File: config.mk
export PLATFORM = sky130hd
export DESIGN_NAME = stall_ctrl
export DESIGN_NICKNAME = d
export VERILOG_FILES = /design/src/rtl/stall_ctrl_pkg.sv /design/src/rtl/stall_ctrl_md_busy_cnt.sv /design/src/rtl/stall_ctrl.sv
export SDC_FILE = /design/constraint.sdc
export NUM_CORES = 1
export LEC_CHECK = 0
export ABC_AREA = 0
export CAP_MARGIN = 20
export CELL_PAD_IN_SITES_DETAIL_PLACEMENT = 0
export CELL_PAD_IN_SITES_GLOBAL_PLACEMENT = 1
export CORE_ASPECT_RATIO = 0.9
export CORE_MARGIN = 1
export CORE_UTILIZATION = 24
export CTS_CLUSTER_DIAMETER = 120
export DETAILED_ROUTE_END_ITERATION = 10
export PLACE_DENSITY = 0.93
export SLEW_MARGIN = 0
export SYNTH_ARGS = -nofsm -noshare
export SYNTH_HDL_FRONTEND = slang
export SYNTH_SLANG_ARGS = --single-unit
File: constraint.sdc
create_clock -name clk -period 3.2 [get_ports clk]
set_clock_uncertainty 0.15 [all_clocks]
set_input_delay 0.32 -clock clk [delete_from_list [all_inputs] [get_ports clk]]
set_output_delay 0.32 -clock clk [all_outputs]
set_load 0.03 [all_outputs]
File: src/rtl/stall_ctrl_pkg.sv
// ---------------------------------------------------------------------------
// stall_ctrl_pkg
// Shared definitions for the hazard/stall unit of the 5-stage MIPS core:
//   - datapath-type codes carried in kind[9:5] of every pipeline stage
//   - Tuse/Tnew constants and the per-type lookup functions
//   - hazard(): the producer-side counterpart of the forward unit's fwable
//   - state encoding of the HI/LO busy counter FSM
// ---------------------------------------------------------------------------
package stall_ctrl_pkg;

   typedef enum logic [4:0] {
      DT_NOP      = 5'd0,
      DT_CAL_R    = 5'd1,
      DT_CAL_I    = 5'd2,
      DT_LOAD_M   = 5'd3,
      DT_STORE_M  = 5'd4,
      DT_LOAD_C0  = 5'd5,
      DT_STORE_C0 = 5'd6,
      DT_CMOV     = 5'd7,
      DT_JUMP_I   = 5'd8,
      DT_JUMP_R   = 5'd9,
      DT_BRANCH   = 5'd10
   } dp_type_e;

   typedef enum logic {
      MD_IDLE = 1'b0,
      MD_BUSY = 1'b1
   } md_state_e;

   // A register read: whether the D instruction reads it at all, and at
   // how many stages after D the value is actually consumed.
   typedef struct packed {
      logic       used;
      logic [1:0] t;
   } tuse_t;

   localparam logic [1:0] TUSE_0 = 2'd0;
   localparam logic [1:0] TUSE_1 = 2'd1;
   localparam logic [1:0] TUSE_2 = 2'd2;
   localparam logic [1:0] TNEW_0 = 2'd0;
   localparam logic [1:0] TNEW_1 = 2'd1;
   localparam logic [1:0] TNEW_2 = 2'd2;

   function automatic tuse_t tuse_rs(input dp_type_e t);
      tuse_t r;
      r.used = 1'b1;
      r.t    = TUSE_1;
      case (t)
         DT_BRANCH, DT_JUMP_R:                                 r.t = TUSE_0;
         DT_CAL_R, DT_CAL_I, DT_LOAD_M, DT_STORE_M, DT_CMOV:   r.t = TUSE_1;
         default:                                              r.used = 1'b0;
      endcase
      return r;
   endfunction

   function automatic tuse_t tuse_rt(input dp_type_e t);
      tuse_t r;
      r.used = 1'b1;
      r.t    = TUSE_1;
      case (t)
         DT_BRANCH, DT_JUMP_R:     r.t = TUSE_0;
         DT_CAL_R, DT_CMOV:        r.t = TUSE_1;
         DT_STORE_M, DT_STORE_C0:  r.t = TUSE_2;
         default:                  r.used = 1'b0;
      endcase
      return r;
   endfunction

   function automatic logic [1:0] tnew_e(input dp_type_e t);
      case (t)
         DT_CAL_R, DT_CAL_I:    return TNEW_1;
         DT_LOAD_M, DT_LOAD_C0: return TNEW_2;
         default:               return TNEW_0;
      endcase
   endfunction

   function automatic logic [1:0] tnew_m(input dp_type_e t);
      case (t)
         DT_LOAD_M, DT_LOAD_C0: return TNEW_1;
         default:               return TNEW_0;
      endcase
   endfunction

   // Forwarding cannot help when the producer needs more cycles than the
   // consumer can wait; $0 is never a real dependency.
   function automatic logic hazard(input logic [4:0] src, input logic [4:0] dst,
                                   input tuse_t tuse, input logic [1:0] tnew);
      return (dst != 5'd0) && (dst == src) && tuse.used && (tnew > tuse.t);
   endfunction

endpackage

File: src/rtl/stall_ctrl_md_busy_cnt.sv
// ---------------------------------------------------------------------------
// md_busy_cnt
// HI/LO multiply/divide busy counter. Loads MULT_CYCLES or DIV_CYCLES when a
// mult/div issues from E and counts down to zero; busy is registered.
// Ports:
//   clk    in   core clock
//   reset  in   asynchronous active-high reset (clears the count at once)
//   start  in   mult/multu/div/divu issuing from E this cycle
//   div    in   qualifies start: 1 = divide, 0 = multiply
//   flush  in   pipeline flush; suppresses a load, never aborts a count
//   busy   out  count != 0
// ---------------------------------------------------------------------------
module md_busy_cnt
   import stall_ctrl_pkg::*;
#(
   parameter int MULT_CYCLES = 5,
   parameter int DIV_CYCLES  = 10,
   parameter int CNT_W       = 4
) (
   input  logic clk,
   input  logic reset,
   input  logic start,
   input  logic div,
   input  logic flush,
   output logic busy
);

   md_state_e        state_q;
   logic [CNT_W-1:0] cnt_q;
   logic             busy_q;

   always_ff @(posedge clk or posedge reset) begin
      if (reset) begin
         state_q <= MD_IDLE;
         cnt_q   <= '0;
         busy_q  <= 1'b0;
      end else begin
         case (state_q)
            MD_IDLE: begin
               // A flushed mult/div never reaches HI/LO, so it is not loaded.
               if (start && !flush) begin
                  cnt_q   <= div ? CNT_W'(DIV_CYCLES) : CNT_W'(MULT_CYCLES);
                  state_q <= MD_BUSY;
                  busy_q  <= 1'b1;
               end
            end
            MD_BUSY: begin
               // A start here is impossible (D stalls on busy) and is ignored;
               // a flush lets the operation finish architecturally.
               cnt_q <= cnt_q - CNT_W'(1);
               if (cnt_q == CNT_W'(1)) begin
                  state_q <= MD_IDLE;
                  busy_q  <= 1'b0;
               end
            end
            default: begin
               state_q <= MD_IDLE;
               cnt_q   <= '0;
               busy_q  <= 1'b0;
            end
         endcase
      end
   end

   assign busy = busy_q;

endmodule

File: src/rtl/stall_ctrl.sv
// ---------------------------------------------------------------------------
// stall_ctrl
// Hazard detection and stall unit for the 5-stage MIPS core. Stalls F/D and
// bubbles E when forwarding cannot deliver an operand in time, or when the
// D instruction touches HI/LO while the multiply/divide unit is busy.
// Optional build macro: STALL_STATS_EN adds the stall_cycles counter port.
// Ports:
//   clk, reset          clock, asynchronous active-high reset
//   dkind/ekind/mkind   stage kinds; [9:5] datapath type, [4:0] sub-op
//   d_reg1, d_reg2      D rs / rt indices
//   e_regw, m_regw      E / M destination registers
//   d_md                D instruction uses HI/LO
//   e_md_start, e_md_div  mult/div issuing from E, and its divide qualifier
//   flush_all           CP0 flush; wins over any stall
//   stall, bubble_e     freeze PC+F/D, clear D/E
//   md_busy             HI/LO unit busy
//   stall_cycles        saturating stall-cycle count (STALL_STATS_EN only)
// ---------------------------------------------------------------------------
module stall_ctrl
   import stall_ctrl_pkg::*;
#(
   parameter int MULT_CYCLES = 5,
   parameter int DIV_CYCLES  = 10,
   // 2**CNT_W must exceed max(MULT_CYCLES, DIV_CYCLES)
   parameter int CNT_W       = 4
) (
   input  logic        clk,
   input  logic        reset,
   input  logic [9:0]  dkind,
   input  logic [9:0]  ekind,
   input  logic [9:0]  mkind,
   input  logic [4:0]  d_reg1,
   input  logic [4:0]  d_reg2,
   input  logic [4:0]  e_regw,
   input  logic [4:0]  m_regw,
   input  logic        d_md,
   input  logic        e_md_start,
   input  logic        e_md_div,
   input  logic        flush_all,
   output logic        stall,
   output logic        bubble_e,
   output logic        md_busy
`ifdef STALL_STATS_EN
   ,
   output logic [31:0] stall_cycles
`endif
);

   dp_type_e   d_t, e_t, m_t;
   tuse_t      rs_use, rt_use;
   logic [1:0] e_new, m_new;
   logic       data_stall, md_stall;

   // Only the datapath type matters for hazards; the sub-op is ignored.
   logic       unused_subop;
   assign unused_subop = ^{dkind[4:0], ekind[4:0], mkind[4:0]};

   assign d_t = dp_type_e'(dkind[9:5]);
   assign e_t = dp_type_e'(ekind[9:5]);
   assign m_t = dp_type_e'(mkind[9:5]);

   assign rs_use = tuse_rs(d_t);
   assign rt_use = tuse_rt(d_t);
   assign e_new  = tnew_e(e_t);
   assign m_new  = tnew_m(m_t);

   assign data_stall = hazard(d_reg1, e_regw, rs_use, e_new)
                     | hazard(d_reg2, e_regw, rt_use, e_new)
                     | hazard(d_reg1, m_regw, rs_use, m_new)
                     | hazard(d_reg2, m_regw, rt_use, m_new);

   // The start cycle itself also blocks: HI/LO is stale from then on.
   assign md_stall = d_md & (md_busy | e_md_start);

   assign stall    = ~flush_all & (data_stall | md_stall);
   assign bubble_e = stall;

   md_busy_cnt #(
      .MULT_CYCLES (MULT_CYCLES),
      .DIV_CYCLES  (DIV_CYCLES),
      .CNT_W       (CNT_W)
   ) u_md_busy_cnt (
      .clk   (clk),
      .reset (reset),
      .start (e_md_start),
      .div   (e_md_div),
      .flush (flush_all),
      .busy  (md_busy)
   );

`ifdef STALL_STATS_EN
   logic [31:0] stall_cycles_q;

   always_ff @(posedge clk or posedge reset) begin
      if (reset) begin
         stall_cycles_q <= '0;
      end else if (stall && (stall_cycles_q != 32'hFFFF_FFFF)) begin
         stall_cycles_q <= stall_cycles_q + 32'd1;
      end
   end

   assign stall_cycles = stall_cycles_q;
`endif

endmodule

== Word level (Yosys, flattened, before mapping) ==
Cells that the tools add are included.

* Reduce and logical (&&, ||, !) cells: 24
* $add $sub $neg: 1
* Order comparisons: 4
* Eq/ne operators: 21
* Multiplexer cells: 15
* Bitwise logic cells: 9

{| class="wikitable"
|+ Operator list
! kind !! count
|-
| $eq A5 B2 Y1 const B || 5
|-
| $eq A5 B3 Y1 const B || 5
|-
| $eq A5 B5 Y1 || 4
|-
| $logic_and A1 B1 Y1 || 13
|-
| $eq A5 B1 Y1 const B || 2
|-
| $eq A5 B4 Y1 const B || 2
|-
| $reduce_bool A5 Y1 || 2
|-
| $reduce_or A2 Y1 || 5
|-
| $gt A2 B2 Y1 || 4
|-
| $mux W1 || 8
|-
| $mux W4 || 2
|-
| $pmux W2 S2 || 2
|-
| $pmux W4 S2 || 1
|-
| $reduce_or A7 Y1 || 1
|-
| $reduce_or A6 Y1 || 1
|-
| $or A1 B1 Y1 || 5
|-
| $eq A4 B1 Y1 const B || 1
|-
| $pmux W1 S2 || 2
|-
| $sub A4 B1 Y4 const B || 1
|-
| $and A1 B1 Y1 || 2
|-
| $ne A2 B1 Y1 const B || 1
|-
| $ne A2 B2 Y1 const B || 1
|-
| $not A1 Y1 || 2
|-
| $reduce_and A2 Y1 || 1
|-
| $logic_not A1 Y1 || 1
|}

* Flip-flop bits (word level): 6
* Logic and storage cells: 77

== Logic depth before layout (Yosys ltp) ==
* Depth after elaboration: 10
* Gate-level depth with buffers: 11

== By module ==
A second synthesis with hierarchy kept.

* Cell total of the unflattened synthesis: 105
* Area, all modules: 888.4 um^2

{| class="wikitable"
|+ By module, submodules not included
! module !! area an instance (um^2) !! cells an instance !! times used
|-
| stall_ctrl || 538.0 || 69 || 1
|-
| md_busy_cnt || 350.3 || 36 || 1
|}

== Worst setup path before layout ==
Ideal clock, no wire load.

* Path kind: input-to-output
* From: in dkind[6]
* To: out stall
* Arrival: 2.673 ns
* Stages: 11
* Slack: 0.057 ns
* Path buffers: 2
* Cells stage by stage: buf_6 > xnor2_1 > or4_4 > and2_1 > ha_1 > a21oi_1 > o2111ai_1 > or4_1 > nand3_1 > o21ba_1 > buf_4

* Cells in the longest elaborated chain, start to end: 10

{| class="wikitable"
|+ Ends and longest elaborated chain
! item !! RTL line !! source
|-
| start: declaration || stall_ctrl.sv:29 || <nowiki>input logic [9:0] dkind,</nowiki>
|-
| $eq A5 B3 Y1 (tied with other cells) || stall_ctrl_pkg.sv:48, stall_ctrl_pkg.sv:60 ||
|-
| $reduce_or A2 Y1 (tied with other cells) || stall_ctrl_pkg.sv:60 || <nowiki>case (t)</nowiki>
|-
| $pmux W2 S2 (tied with other cells) || stall_ctrl_pkg.sv:60 ||
|-
| $gt A2 B2 Y1 or $logic_and A1 B1 Y1 (tied branches) || stall_ctrl_pkg.sv:88 || <nowiki>return (dst != 5'd0) && (dst == src) && tuse.used && (tnew > tuse.t);</nowiki>
|-
| $logic_and A1 B1 Y1 || stall_ctrl_pkg.sv:88 ||
|-
| $or A1 B1 Y1 || stall_ctrl.sv:68 || <nowiki>| hazard(d_reg2, e_regw, rt_use, e_new)</nowiki>
|-
| $or A1 B1 Y1 || stall_ctrl.sv:69 || <nowiki>| hazard(d_reg1, m_regw, rs_use, m_new)</nowiki>
|-
| $or A1 B1 Y1 * || stall_ctrl.sv:70 || <nowiki>| hazard(d_reg2, m_regw, rt_use, m_new);</nowiki>
|-
| $or A1 B1 Y1 * || stall_ctrl.sv:75 || <nowiki>assign stall = ~flush_all & (data_stall | md_stall);</nowiki>
|-
| $and A1 B1 Y1 * || stall_ctrl.sv:75 ||
|-
| end: declaration || stall_ctrl.sv:40 || <nowiki>output logic stall,</nowiki>
|}

Every way passes the cells marked *; elsewhere a longest branch is shown, timed or not.

== Worst setup path after layout ==
Same ends and word-level chain as after synthesis.

==> flow_metrics.env <==
export IMPL_power_leakage_nw=0.6064
export IMPL_crit_buf_inv=2
export IMPL_dp_cells=199
export IMPL_synth_seq_area_share=0.1744
export IMPL_portBuffers=43
export IMPL_layout_cells_non_filler=202
export IMPL_hold_violations=0
export IMPL_slowest_delay_ns=0.48
export IMPL_slew_headroom=0.7331
export IMPL_worst_setup_path_type="in -> out"
export IMPL_power_total_w=0.0005368
export IMPL_status="completed"
export IMPL_die_h_um=58.82
export IMPL_htree_levels=1
export IMPL_nNetsFinal=221
export IMPL_io_pins=59
export IMPL_path_clk_slew_ns=0.04
export IMPL_yosys_warnings=0
export IMPL_cap_violations=0
export IMPL_drt_iter0_drc=24
export IMPL_grtUsageTotal=0.1245
export IMPL_finalWeightedCongestion=0.7548
export IMPL_fillerInstances=348
export IMPL_p_per_area_nw_per_um2=365.7
export IMPL_place_hpwl_um=1933
export IMPL_numCtsBuffers=3
export IMPL_fin_ws_ns=0.1603
export IMPL_synth_area_per_cell_um2=7.971
export IMPL_seq_area_um2=150.1
export IMPL_cp_slowest_cell="or4_1"
export IMPL_finalCritPeriodShare=0.9499
export IMPL_vias_per_cell=4.624
export IMPL_dieWidth_um=65.13
export IMPL_worst_hold_slack_ns=0.1667
export IMPL_pre_cts_slack_ns=-0.2060
export IMPL_root_buffer="clkbuf_8"
export IMPL_fmax_mhz=329.0
export IMPL_path_cells="dlygate4sd2_1 -> xnor2_1 -> or4_4 -> and2_4 -> ha_4 -> a21oi_2 -> o2111ai_1 -> or4_1 -> nand3_1 -> o21ba_4 -> buf_6"
export IMPL_syn_cell_area_um2=860.8
export IMPL_ant_nets=0
export IMPL_grt_pass1_vias=916
export IMPL_initial_core_util=0.2529
export IMPL_antennaDiodeCount=0
export IMPL_postSynthCellCount=108
export IMPL_clock_path_buffers=2
export IMPL_wire_per_inst_um=11.72
export IMPL_first_pass_iters=4
export IMPL_peakVddDrop_mv=0.3036
export IMPL_ys_ff_latch=6
export IMPL_tritoncts="built"
export IMPL_min_path_type="in -> async"
export IMPL_die_area_um2=3831
export IMPL_clock_sinks=6
export IMPL_drt_total_wl_um=2367
export IMPL_arrival_ns=2.57
export IMPL_slew_violations=0
export IMPL_grt_max_degree=13
export IMPL_syn2layout_area_growth_pct=70.49
export IMPL_drive_gt1_frac=0.1582
export IMPL_setup_violations_final=0
export IMPL_grt_pass1_wl_um=3788
export IMPL_min_period_ns=3.040
export IMPL_path_max_fanout=2
export IMPL_antenna_found_initial=0
export IMPL_start_kind="input port"
export IMPL_synth_nets=169
export IMPL_rows=20
export IMPL_synthDistinctLibCells=35
export IMPL_clk_latency_ns=0.22
export IMPL_gr_total_overflow=0
export IMPL_path_delay_family="simple AND/OR/NAND/NOR gates"
export IMPL_multi_input_area_um2=705.7
export IMPL_critPathCaptureType="primary output"
export IMPL_drc=0
export IMPL_cp_required_ns=2.73
export IMPL_core_area_um2=3403
export IMPL_rsz0062_at_grt="no"
export IMPL_worstMarginPinSlew_ns=0.3950
export IMPL_vias=934
==> sequential cells by signal, indices dropped and copies added, names as in the netlist <==
signal,count
u_md_busy_cnt.busy,1
u_md_busy_cnt.cnt_q,4
u_md_busy_cnt.state_q,1
==> final cells by class <==
cell class / instances / share of cell area
Clock buffer: 3 / 0.02813
Inverter: 6 / 0.01535
Multi-Input combinational cell: 93 / 0.4808
Sequential cell: 6 / 0.1023
Tap cell: 44 / 0.03751
Timing Repair Buffer: 50 / 0.3359
==> through the flow <==
stage	TNS [ns]	cell area [µm²]	util
2_1_floorplan	0	860.8	-
3_3_place_gp	-0.4659	1371	0.4029
3_5_place_dp	-0.4107	1371	0.4029
4_1_cts	0	1431	0.4206
5_1_grt	0	1468	0.4313
6_report	0	1468	0.4313
==> cell families (layout without fill, tap and decap cells) <==
| family | Yosys count | after routing | share of synthesized area |
|---|---|---|---|
| AO/OA/AOI/OAI | 18 | 18 | 0.1235 |
| XOR/XNOR | 25 | 25 | 0.2544 |
| adder cells (fa/ha/maj) | 5 | 5 | 0.07267 |
| buffers and inverters | 9 | 59 | 0.05232 |
| flip-flops | 6 | 6 | 0.1744 |
| multiplexers | 1 | 1 | 0.01163 |
| AND/OR/NAND/NOR | 44 | 44 | 0.3110 |
==> placed cells by master, fill, tap and decap left out, drive strengths merged, types with 5 or more instances in the layout <==
cell / netlist / routed
dlymetal6s2s: 0 / 5
nor2: 15 / 15
inv: 6 / 6
xnor2: 15 / 15
dfrtp: 6 / 6
a21oi: 7 / 7
buf: 2 / 9
clkdlybuf4s50: 0 / 32
or4: 5 / 5
o21ai: 7 / 7
xor2: 10 / 10
ha: 5 / 5
==> power by group <==
| group | internal (W) | switching (W) | total (W) |
|---|---|---|---|
| Combinational | 0.000148 | 0.000124 | 0.000272 |
| Sequential | 0.000114 | 0.0000388 | 0.000153 |
| Clock | 0.0000807 | 0.0000312 | 0.000112 |
| Total | 0.000343 | 0.000194 | 0.000537 |
==> per-layer routing <==
layer / track usage / share of wire / vias to the layer above
met4: 0.02795 / 0.0051 / 0
met1: 0.1514 / 0.45 / 420
met5: 0 / 0 / -
li1: - / - / 479
met2: 0.2232 / 0.45 / 33
met3: 0.02907 / 0.091 / 2
==> repair_timing <==
action	4_1_cts	5_1_grt
hold buffers	0	0
pin swaps	4	6
endpoints found under the setup margin	2	2
buffers inserted	0	0
gates resized for setup	10	9
==> path summary, 6_finish.rpt <==
check                                             from                endpoint  slack, ns  depth (start not counted)
min in group clk                    u_md_busy_cnt.busy      u_md_busy_cnt.busy       0.38                          2
worst min-delay path                             reset   u_md_busy_cnt.state_q       0.17                          2
max in group asynchronous                        reset  u_md_busy_cnt.cnt_q[2]       2.54                          2
worst min register to register      u_md_busy_cnt.busy      u_md_busy_cnt.busy       0.38                          2
worst max-delay path                          dkind[6]                   stall       0.16                         11
worst max register to register  u_md_busy_cnt.cnt_q[1]      u_md_busy_cnt.busy       1.83                          4
==> synthesized netlist by cell type <==
cell	number	area, µm²
nor2_1	14	52.55
nand3b_1	2	15.01
o2111ai_1	1	8.760
or4_1	3	22.52
nand3_1	3	15.01
a221oi_1	1	8.760
dfrtp_1	6	150.1
o21ba_1	1	10.01
nor2b_1	2	12.51
nand2b_1	2	12.51
o21ai_1	3	15.01
nor2_2	1	6.260
buf_6	1	11.26
inv_1	6	22.52
nor4b_1	1	8.760
buf_4	1	7.510
nor3_1	1	5.000
nor3_4	1	16.27
xnor2_1	15	131.4
nor3_2	1	10.01
nand3_2	1	10.01
a21oi_1	7	35.03
or3_1	1	6.260
and2_1	1	6.260
ha_1	5	62.56
nand2_1	3	11.26
clkbuf_1	1	3.750
nor4bb_1	1	10.01
or4_4	2	22.52
nand4_1	2	12.51
xor2_1	10	87.58
nor4_1	2	12.51
mux2i_1	1	10.01
o21ai_0	4	20.02
o32ai_1	1	8.760
(Power assumes the default switching activity.)
